$ cat src/rtl/ecc_pkg.sv
// Shared SECDED definitions for the Rx decoder and its bench: widths,
// codeword layout helpers, a reference encoder and the error classes.
package ecc_pkg;

    typedef enum logic [1:0] {
        ECC_CLEAN = 2'd0,
        ECC_SBE   = 2'd1,
        ECC_DBE   = 2'd2
    } ecc_class_e;

    localparam int MAX_DATA_W = 64;
    localparam int MAX_CW_W   = 128;

    // Smallest p with 2^p >= data_w + p + 1.
    function automatic int calc_pw(input int data_w);
        int p;
        p = 7;
        for (int q = 7; q >= 1; q--) begin
            if ((1 << q) >= data_w + q + 1) p = q;
        end
        return p;
    endfunction

    // Codeword position of data bit k: k-th position >= 3 that is not a power of two.
    function automatic int data_pos(input int k);
        int cnt;
        int pos;
        cnt = 0;
        pos = 0;
        for (int i = 3; i < MAX_CW_W; i++) begin
            if ((i & (i - 1)) != 0) begin
                if (cnt == k && pos == 0) pos = i;
                cnt++;
            end
        end
        return pos;
    endfunction

    // Reference encoder; result occupies the low data_w+calc_pw(data_w)+1 bits.
    function automatic logic [MAX_CW_W-1:0] encode(input logic [MAX_DATA_W-1:0] data,
                                                  input int data_w);
        logic [MAX_CW_W-1:0] cw;
        logic                b;
        int                  pw;
        int                  cw_w;
        pw   = calc_pw(data_w);
        cw_w = data_w + pw + 1;
        cw   = '0;
        for (int k = 0; k < data_w; k++) cw[data_pos(k)] = data[k];
        for (int j = 0; j < pw; j++) begin
            b = 1'b0;
            for (int i = 1; i < cw_w; i++) begin
                if (((i >> j) & 1) == 1) b = b ^ cw[i];
            end
            cw[1 << j] = b;
        end
        cw[0] = ^cw;
        return cw;
    endfunction

endpackage

$ cat src/rtl/ecc_syndrome_calc.sv
// Combinational syndrome (XOR of set-bit indices) and overall parity of a codeword.
module ecc_syndrome_calc
    import ecc_pkg::*;
#(
    parameter int CW_W = 22,
    parameter int P_W  = 5
) (
    input  logic [CW_W-1:0] cw,
    output logic [P_W-1:0]  syn,
    output logic            par
);

    // Fold every set position index into the syndrome; bit 0 only feeds parity.
    always_comb begin
        syn = '0;
        for (int i = 1; i < CW_W; i++) begin
            if (cw[i]) syn = syn ^ P_W'(i);
        end
        par = ^cw;
    end

endmodule

$ cat src/rtl/ecc_secded_decoder_pipe.sv
// Two-stage SECDED decoder: stage 1 registers syndrome/parity with the payload
// bits, stage 2 classifies, corrects and drives the output beat plus counters.
module ecc_secded_decoder_pipe
    import ecc_pkg::*;
#(
    parameter  int DATA_W = 16,
    parameter  int CNT_W  = 16,
    localparam int P_W    = calc_pw(DATA_W),
    localparam int CW_W   = DATA_W + P_W + 1
) (
    input  logic              i_SCLK,
    input  logic              i_RESETB,
    input  logic              i_VALID,
    output logic              o_READY,
    input  logic [CW_W-1:0]   i_DO,
    input  logic              i_CORR_EN,
    output logic              o_VALID,
    input  logic              i_READY,
    output logic [DATA_W-1:0] o_DO,
    output logic              o_SBE,
    output logic              o_DBE,
    output logic [P_W-1:0]    o_ERR_POS,
    input  logic              i_CNT_CLR,
    output logic [CNT_W-1:0]  o_SBE_CNT,
    output logic [CNT_W-1:0]  o_DBE_CNT
);

    logic              s1_vld;
    logic [DATA_W-1:0] s1_dat;
    logic [P_W-1:0]    s1_syn;
    logic              s1_par;
    logic              s1_corr;

    logic [P_W-1:0]    syn_c;
    logic              par_c;
    logic [DATA_W-1:0] raw_dat;
    logic [DATA_W-1:0] dec_dat;
    ecc_class_e        cls;
    logic              do_fix;
    logic              en2;
    logic              out_xfer;

    ecc_syndrome_calc #(.CW_W(CW_W), .P_W(P_W)) u_syn (
        .cw  (i_DO),
        .syn (syn_c),
        .par (par_c)
    );

    // Check bits are consumed by the syndrome, so only payload positions are carried
    // forward; correction is applied per data bit by matching its position to S.
    for (genvar k = 0; k < DATA_W; k++) begin : g_data
        localparam int POS = data_pos(k);
        assign raw_dat[k] = i_DO[POS];
        assign dec_dat[k] = s1_dat[k] ^ (do_fix & (s1_syn == P_W'(POS)));
    end

    assign en2      = ~o_VALID | i_READY;
    assign o_READY  = ~(s1_vld & o_VALID & ~i_READY);
    assign out_xfer = o_VALID & i_READY;

    // Stage 1: capture the accepted beat; hold everything while globally stalled.
    always_ff @(posedge i_SCLK or negedge i_RESETB) begin
        if (!i_RESETB) begin
            s1_vld  <= 1'b0;
            s1_dat  <= '0;
            s1_syn  <= '0;
            s1_par  <= 1'b0;
            s1_corr <= 1'b0;
        end else if (o_READY) begin
            s1_vld <= i_VALID;
            if (i_VALID) begin
                s1_dat  <= raw_dat;
                s1_syn  <= syn_c;
                s1_par  <= par_c;
                s1_corr <= i_CORR_EN;
            end
        end
    end

    // Classify the stage-1 beat; a syndrome beyond the last position is uncorrectable.
    always_comb begin
        cls = ECC_CLEAN;
        if (s1_par) begin
            if (int'(s1_syn) > CW_W - 1) cls = ECC_DBE;
            else                         cls = ECC_SBE;
        end else if (s1_syn != '0) begin
            cls = ECC_DBE;
        end
        do_fix = (cls == ECC_SBE) & s1_corr;
    end

    // Stage 2: output register, loaded whenever it is empty or being drained.
    always_ff @(posedge i_SCLK or negedge i_RESETB) begin
        if (!i_RESETB) begin
            o_VALID   <= 1'b0;
            o_DO      <= '0;
            o_SBE     <= 1'b0;
            o_DBE     <= 1'b0;
            o_ERR_POS <= '0;
        end else if (en2) begin
            o_VALID <= s1_vld;
            if (s1_vld) begin
                o_DO      <= dec_dat;
                o_SBE     <= (cls == ECC_SBE);
                o_DBE     <= (cls == ECC_DBE);
                o_ERR_POS <= s1_syn;
            end
        end
    end

    // Saturating error counters, bumped on output transfers; clear wins.
    always_ff @(posedge i_SCLK or negedge i_RESETB) begin
        if (!i_RESETB) begin
            o_SBE_CNT <= '0;
            o_DBE_CNT <= '0;
        end else if (i_CNT_CLR) begin
            o_SBE_CNT <= '0;
            o_DBE_CNT <= '0;
        end else if (out_xfer) begin
            if (o_SBE && !(&o_SBE_CNT)) o_SBE_CNT <= o_SBE_CNT + CNT_W'(1);
            if (o_DBE && !(&o_DBE_CNT)) o_DBE_CNT <= o_DBE_CNT + CNT_W'(1);
        end
    end

endmodule

$ cat config.mk
export PLATFORM = sky130hd
export DESIGN_NAME = ecc_secded_decoder_pipe
export DESIGN_NICKNAME = d
export VERILOG_FILES = /design/src/rtl/ecc_pkg.sv /design/src/rtl/ecc_syndrome_calc.sv /design/src/rtl/ecc_secded_decoder_pipe.sv
export SDC_FILE = /design/constraint.sdc
export NUM_CORES = 1
export LEC_CHECK = 0
export CORE_MARGIN = 3
export CORE_UTILIZATION = 29
export CTS_CLUSTER_DIAMETER = 60
export DETAILED_ROUTE_END_ITERATION = 6
export GPL_ROUTABILITY_DRIVEN = 0
export GPL_TIMING_DRIVEN = 0
export REMOVE_ABC_BUFFERS = 1
export SYNTH_ARGS = -nofsm -noshare
export SYNTH_HDL_FRONTEND = slang
export SYNTH_SLANG_ARGS = --single-unit
export TNS_END_PERCENT = 30
$ cat constraint.sdc
create_clock -name i_SCLK -period 2.38 [get_ports i_SCLK]
set_clock_uncertainty 0.1 [all_clocks]
set_input_delay 0.238 -clock i_SCLK [delete_from_list [all_inputs] [get_ports i_SCLK]]
set_output_delay 0.238 -clock i_SCLK [all_outputs]
set_load 0.02 [all_outputs]
# ---- Word level (Yosys, flattened, before mapping)
# Cells that the tools add are included.
dict set report word_totals {
  reg_bits 80
  wordCells 138
  inputBits 28
  output_inout_bits 57
}
dict set report op_classes {
  add_sub_neg 2
  n_bitwise 60
  muxes 30
  n_lt_le_gt_ge 1
  n_eq_ne 18
  n_reduce_logical 15
}
# cell n
set ops {}
lappend ops {{2-to-1 mux 16 bit} 6}
lappend ops {{equality test 5 x 4 -> 1 bit, second input constant} 7}
lappend ops {{adder 16 x 1 -> 16 bit, second input constant} 2}
lappend ops {{2-to-1 mux 4 bit} 8}
lappend ops {{AND reduction 16 bit} 2}
lappend ops {{2-to-1 mux 5 bit} 6}
lappend ops {{equality test 5 bit, second input constant} 5}
lappend ops {{parity 22 bit} 1}
lappend ops {{bitwise AND 1 bit} 20}
lappend ops {{NOT 2 bit} 9}
lappend ops {{NOT 3 bit} 6}
lappend ops {{bitwise XOR 1 bit} 16}
lappend ops {{equality test 5 x 3 -> 1 bit, second input constant} 3}
lappend ops {{2-to-1 mux 3 bit} 4}
lappend ops {{2-to-1 mux 2 bit} 5}
lappend ops {{AND reduction 2 bit} 4}
lappend ops {{nonzero test 2 bit} 3}
lappend ops {{equality test 5 x 2 -> 1 bit, second input constant} 1}
lappend ops {{> comparator 5 bit, second input constant} 1}
lappend ops {{nonzero test 5 bit} 1}
lappend ops {{NOT 1 bit, first input constant} 4}
lappend ops {{NOT 4 bit} 1}
lappend ops {{NOT 1 bit} 3}
lappend ops {{equality test 2 x 1 -> 1 bit, second input constant} 1}
lappend ops {{other kinds (5)} 7}

# ---- Logic depth before layout (Yosys ltp)
# Gate-level depths: netlist of run 1.
dict set report logic_depth {
  word_depth 37
  ltp_mapped 6
  mapped_depth_nobuf 6
}

# ---- By module
# Synthesis of run 1 repeated with hierarchy kept, for this count alone.
dict set report unflattened {
  hier_cells 433
  area_unflattened_um2 4406.7
}
# mod n_inst area_per_inst_um2 cells_per_inst
set modules_own_cells {}
lappend modules_own_cells {ecc_secded_decoder_pipe 1 4061.4 396}
lappend modules_own_cells {ecc_syndrome_calc 1 345.3 37}

# ---- Worst setup path after synthesis of run 1
# Ideal clock, no wire load.
dict set report synth_timing {
  path_type {register -> register}
  startpoint {register o_SBE_CNT[3]}
  endpoint {register o_SBE_CNT[11]}
  period_less_slack_ps 2168
  path_buffers 0
  arrival_time_ps 1940
  slack_ps 212
  path_stages_with_launch 6
  t_required_ps 2153
  path_cell_list {dfrtp_1 -> nand4_4 -> or4_4 -> o211a_4 -> nand4_1 -> mux2_1}
}
dict set report synth_via {
  elab_chain_len 5
  elab_cells_between_ends 9
  classes_between {add/sub (1); mux (3); reduce/logical (5)}
}
# element line
set synth_lines {}
lappend synth_lines {{from (decl)} ecc_secded_decoder_pipe.sv:24} ;# output logic [CNT_W-1:0] o_SBE_CNT,
lappend synth_lines {{from (signal assigned)} ecc_secded_decoder_pipe.sv:120} ;# if (o_SBE && !(&o_SBE_CNT)) o_SBE_CNT <= o_SBE_CNT + CNT_W'(1);
lappend synth_lines {{parallel branches: the longest is 5 deep, another holds adder 16 x 1 -> 16 bit} --}
# Several ways; the timed one is not identified. The select of a mux whose other input is x is not followed.
# A chain may end at the register's enable or synchronous reset.

# ---- Worst setup path after layout of run 1
# Same ends and word-level chain as after synthesis.

==> run_results.csv, run 1 <==
group,metric,value,unit
final_layout,num-nets-final,525,
floorplan,dieArea,0.0157,sq mm
setup_path,rrSetupSlack,0.18,ns
synthesis,netlist-cell-type-count,41,
global_route,grt_pass1_wl,16.5,mm
clocking,cts_buffers,9,
final_layout,layoutNonFillerInstCount,676,
final_layout,final_cell_mix,"clkdlybuf4s50_1 (82), dfrtp_1 (80), xnor2_1 (56)",
setup_path,crit_fanout,6,
placement,port_buffers,84,
synthesis,synthCells,412,
clocking,cts_tree,"built",
timing,rsz0062_at_grt,"false",
final_layout,syn_to_final_growth,33.3,%
global_route,antenna_found_initial,0,
run,maxCapViolations,0,
placement,dp_slack,-0.144,ns
setup_path,cp-start-kind,"register",
placement,hpwl,7.15,mm
setup_path,crit_type,"reg -> reg",
timing,fmax,455,MHz
setup_path,cpMaxStageDelayCell,"or4_4",
floorplan,io-pin-count,85,
floorplan,chipHeight,125,um
route,viasPerCell,4.77,
route,ant_nets,0,
route,vias,3227,
route,route.detailed.drc,0,
global_route,grt_max_degree,51,
clocking,clock_latency,0.34,ns
timing,setup_viol,0,
global_route,grt_overflow_total,0,
floorplan,core_region_area,0.0136,sq mm
placement,placedCellCount,659,
final_layout,final_core_util,40.4,%
timing,layout_min_cycle_time,2.20,ns
timing,finalMaxSlewViolations,0,
synthesis,syn_area_per_cell,9.99,sq um
synthesis,syn-cell-area,0.00411,sq mm
route,first_iter_violations,198,
clocking,hold_buffers,1,
final_layout,n_fill_cell,1372,
clocking,post_cts_resized,0,
floorplan,num_rows,42,
clocking,clockRootBuffer,"clkbuf_16",
timing,timing.slew.headroom,18.9,%
synthesis,yosys.area.top_type,"dfrtp_1",
clocking,post_cts_buffers,0,
setup_path,cpPeakStageDelay,0.60,ns
final_layout,drive_gt1_share,8.40,%
synthesis,yosysSeqAreaShare,48.7,%
floorplan,chipWidth,125,um
power,vdd_drop_max,0.425,mV
clocking,clockBufferDepth,2,
timing,finalHoldViolCount,0,
setup_path,worstPathRequired,2.50,ns
power,leakage,2.16,nW
power,power.density,798,mW/mm^2
setup_path,cp_data_arrival_time,2.32,ns
route,dr.pass1.iters,4,
route,totalWireLength,9.85,mm
final_layout,final_common_cell,"clkdlybuf4s50_1",
timing,fin_ws,0.184,ns
power,power,0.00437,W
setup_path,cp-end-kind,"register",
floorplan,initial_core_util,30.3,%
min_path,min_path_type,"in -> async",
synthesis,ys_warn_count,0,
synthesis,synthTopCellsByArea,"dfrtp_1 (49%), xnor2_1 (12%), mux2_2 (5.2%), nand2_1 (4.7%), nor2_1 (3.7%)",
clocking,cts_sinks,80,
setup_path,cp_cell_sequence,"nand4_4 -> or4_4 -> o211a_4 -> nand4_1 -> mux2_1",
synthesis,synth_seq_cells,80,
global_route,grt_usage,13.0,%
route,post_drt_wl_per_cell,14.6,um
clocking,clk_pin_slew,0.06,ns
final_layout,antennaDiodeCount,0,
synthesis,netlist.area_leader.share,48.7,%
clocking,cts_max_level,3,
timing,worst_pin_slew,1.21,ns
status,status,"complete, no violations",
timing,period_share,92.3,%
global_route,grt_pass1_vias,3277,
timing,fin_tns_setup,0,ns
[worst max-delay path: cells and delay by family (launching register included)]
family           cells  cell delay [ns]
flip-flops           1             0.49
AND/OR/NAND/NOR      3             0.88
AO/OA/AOI/OAI        1             0.29
multiplexers         1             0.32
[through the flow]
| step | hold WS [ns] | instance area [sq um] |
|---|---|---|
| after floorplan | -0.158 | 4060 |
| after CTS | 0.271 | 5490 |
| final | 0.275 | 5480 |
| after global placement | 0.366 | 5120 |
| after global routing | 0.303 | 5480 |
| after detailed placement | 0.112 | 5150 |
[path summary, 6_finish.rpt]
check | start | endpoint | cells after the start
max reg2reg | o_SBE_CNT[3] | o_SBE_CNT[11] | 5
min reg2reg | o_ERR_POS[2] | o_ERR_POS[2] | 2
min | i_RESETB | s1_dat[2] | 2
max | o_SBE_CNT[3] | o_SBE_CNT[11] | 5
min in group i_SCLK | i_CNT_CLR | o_DBE_CNT[6] | 2
max in group asynchronous | i_RESETB | o_DBE_CNT[8] | 3
[sequential cells by signal, indices dropped and copies added (netlist names), 5 cells and up]
| register | flops |
|---|---|
| s1_syn | 5 |
| o_SBE_CNT | 16 |
| s1_dat | 16 |
| o_DO | 16 |
| o_ERR_POS | 5 |
| o_DBE_CNT | 16 |
[where the power goes]
group	total (W)	switching, W	leakage, nW	internal, W
sequential	0.00178	0.000212	1.02	0.00157
clock	0.00152	0.000570	0.163	0.000952
combinational	0.00107	0.000533	0.977	0.000541
[kinds of logic (layout without fill, tap and decap cells)]
family / Yosys count / count (layout) / synth area share, %
xor+xnor: 69 / 69 / 15.0
buf+inv: 20 / 108 / 1.82
mux: 25 / 25 / 6.75
flops: 80 / 80 / 48.7
fa+ha+maj: 2 / 2 / 0.608
simple gates: 164 / 164 / 19.8
compound gates: 52 / 52 / 7.36
[final cells by class]
type | instances | area, sq um | area share (%)
flip-flops and latches | 80 | 2000 | 36.5
inverters | 6 | 22.5 | 0.411
well taps | 176 | 220 | 4.02
repair buffers | 86 | 871 | 15.9
multi-input cells | 312 | 2040 | 37.2
clock buffers | 10 | 239 | 4.36
clock inverters | 6 | 91.3 | 1.67
[per-layer routing]
layer	part of all wire, %	vias to the layer above	GRT usage [%]
met5	0	-	0
met4	1.6	0	5.04
met3	5.2	13	3.84
met2	48	85	20.9
met1	46	1554	16.6
li1	-	1575	-
[synth_stat cells, drive strengths merged]
master	n
o31ai	3
nor2b	5
mux2	22
or4	1
a21o	1
buf	1
and3b	1
nor4bb	1
nand3b	2
nor3	8
nand2	52
nor2	41
clkbuf	13
a211oi	2
nor3b	1
inv	6
dfrtp	80
and2	1
nand2b	5
nand3	17
o211a	1
o21ai	29
ha	2
xor2	12
nand4	7
or3	3
nor4	3
xnor3	1
a31oi	3
o2111ai	1
a21oi	9
o211ai	3
nand4b	2
and4	3
nor4b	3
mux2i	3
and3	8
xnor2	56
(Power assumes the default switching activity.)
==> run 2: changes to the inputs <==
--- a/config.mk
+++ b/config.mk
@@ -11,6 +11,7 @@
 export DETAILED_ROUTE_END_ITERATION = 6
 export GPL_ROUTABILITY_DRIVEN = 0
 export GPL_TIMING_DRIVEN = 0
+export RECOVER_POWER = 100
 export REMOVE_ABC_BUFFERS = 1
 export SYNTH_ARGS = -nofsm -noshare
 export SYNTH_HDL_FRONTEND = slang
==> constraint.sdc (replaced) <==
create_clock -name i_SCLK -period 2.38 [get_ports i_SCLK]
set_clock_uncertainty 0.1 [all_clocks]
set_input_delay 0.238 -clock i_SCLK [delete_from_list [all_inputs] [get_ports i_SCLK]]
set_output_delay 0.238 -clock i_SCLK [all_outputs]
set_load 0.05 [all_outputs]
==> run 2 against run 1 <==
  * Clock power is essentially flat
  * Cell area shrank 0.48%
  * Sequential share of layout area grew 0.18 points
  * Hold slack gained 0.042 ns
  * Via count shrank 0.53%
  * Critical path type is now in -> out
  * Largest cell class unchanged
  * Largest power group unchanged
==> run_results.csv, run 2 (synthesized netlist as in run 1, its figures left out) <==
group,metric,value,unit
clocking,clk_pin_slew,0.06,ns
min_path,min_path_type,"in -> reg",
global_route,grt_max_degree,51,
setup_path,crit_type,"in -> out",
route,route.detailed.drc,0,
route,dr.pass1.iters,4,
setup_path,crit_fanout,5,
setup_path,cp-start-kind,"input port",
clocking,clock_latency,0.35,ns
setup_path,cp-end-kind,"output port",
status,status,"complete, no violations",
final_layout,final_cell_mix,"dfrtp_1 (80), dlygate4sd3_1 (58), xnor2_1 (56)",
route,post_drt_wl_per_cell,14.7,um
setup_path,cp_data_arrival_time,1.93,ns
timing,rsz0062_at_grt,"false",
timing,setup_viol,0,
clocking,clockRootBuffer,"clkbuf_16",
final_layout,drive_gt1_share,8.20,%
timing,period_share,95.4,%
clocking,cts_buffers,9,
floorplan,dieArea,0.0157,sq mm
timing,whs,0.317,ns
floorplan,core_region_area,0.0136,sq mm
placement,port_buffers,84,
power,power.density,844,mW/mm^2
timing,worst_pin_slew,1.21,ns
setup_path,worstPathRequired,2.04,ns
clocking,clockBufferDepth,2,
power,vdd_drop_max,0.458,mV
timing,finalMaxSlewViolations,0,
timing,finalHoldViolCount,0,
floorplan,initial_core_util,30.3,%
clocking,cts_sinks,80,
route,first_iter_violations,194,
clocking,cts_max_level,3,
global_route,grt_overflow_total,0,
route,viasPerCell,4.75,
floorplan,io-pin-count,85,
floorplan,num_rows,42,
timing,fin_ws,0.110,ns
placement,hpwl,7.15,mm
clocking,post_cts_resized,0,
floorplan,chipWidth,125,um
timing,fmax,440,MHz
setup_path,cpPeakStageDelay,0.90,ns
timing,layout_min_cycle_time,2.27,ns
final_layout,final_common_cell,"dfrtp_1",
floorplan,chipHeight,125,um
global_route,grt_pass1_vias,3277,
route,ant_nets,0,
global_route,antenna_found_initial,0,
global_route,grt_usage,13.0,%
setup_path,cp_cell_sequence,"clkdlybuf4s50_1 -> nand3b_1 -> dlygate4sd3_1",
route,totalWireLength,9.91,mm
run,maxCapViolations,0,
placement,dp_slack,-0.144,ns
final_layout,num-nets-final,525,
setup_path,cpMaxStageDelayCell,"dlygate4sd3_1",
final_layout,antennaDiodeCount,0,
final_layout,syn_to_final_growth,32.6,%
power,leakage,2.29,nW
route,vias,3210,
global_route,grt_pass1_wl,16.5,mm
clocking,cts_tree,"built",
timing,timing.slew.headroom,19.2,%
run 2: final cells by class:
cell class	instances	area [sq um]
fill	1376	8100
multi-input combinational	312	2030
sequential	80	2000
timing repair buffer	86	848
clock buffer	10	239
tap	176	220
clock inverter	6	91.3
inverter	6	22.5
run 2: power by group:
group          leakage [nW]  total (W)  internal, W  switching, W
sequential             1.02    0.00177      0.00157      0.000206
clock                 0.163    0.00152     0.000952      0.000572
combinational          1.10    0.00131     0.000490      0.000819
total                  2.29    0.00460      0.00301       0.00160
run 2: worst paths after layout:
| path | slack [ns] | cells past startpoint | startpoint | to |
|---|---|---|---|---|
| max in group asynchronous | 0.51 | 3 | i_RESETB | o_DBE_CNT[8] |
| worst min-delay path | 0.32 | 2 | i_CNT_CLR | o_DBE_CNT[6] |
| min in group asynchronous | 0.40 | 2 | i_RESETB | s1_dat[2] |
| worst min register to register | 0.37 | 2 | o_ERR_POS[2] | o_ERR_POS[2] |
| worst max-delay path | 0.11 | 3 | i_READY | o_READY |
| worst max register to register | 0.13 | 5 | o_SBE_CNT[3] | o_SBE_CNT[11] |
run 2: routing by layer:
layer / global-route usage, % / wire, um
met1: 16.6 / 4480
met2: 20.9 / 4720
met3: 3.84 / 545
met4: 5.04 / 157
met5: 0 / 0
run 2: repair_timing:
action,in CTS,in global routing
buffers inserted,0,0
hold buffers,1,0
hold endpoints to repair,30,0
run 2: critical path: cells and delay by family:
family | cells | cell delay, ns
buffers and inverters | 2 | 1.46
AND/OR/NAND/NOR | 1 | 0.23
run 2: per-stage QoR:
stage	utilization [%]	instance area [sq um]	TNS [ns]	total power, W	std cells
floorplan	-	4060	-3.58	0.00266	398
global placement	37.8	5120	-162.68	0.00316	658
detailed placement	38.0	5150	-2.45	0.00318	659
CTS	40.5	5490	0	0.00473	676
global route	40.2	5460	0	0.00484	676
finish	40.2	5460	0	0.00460	676
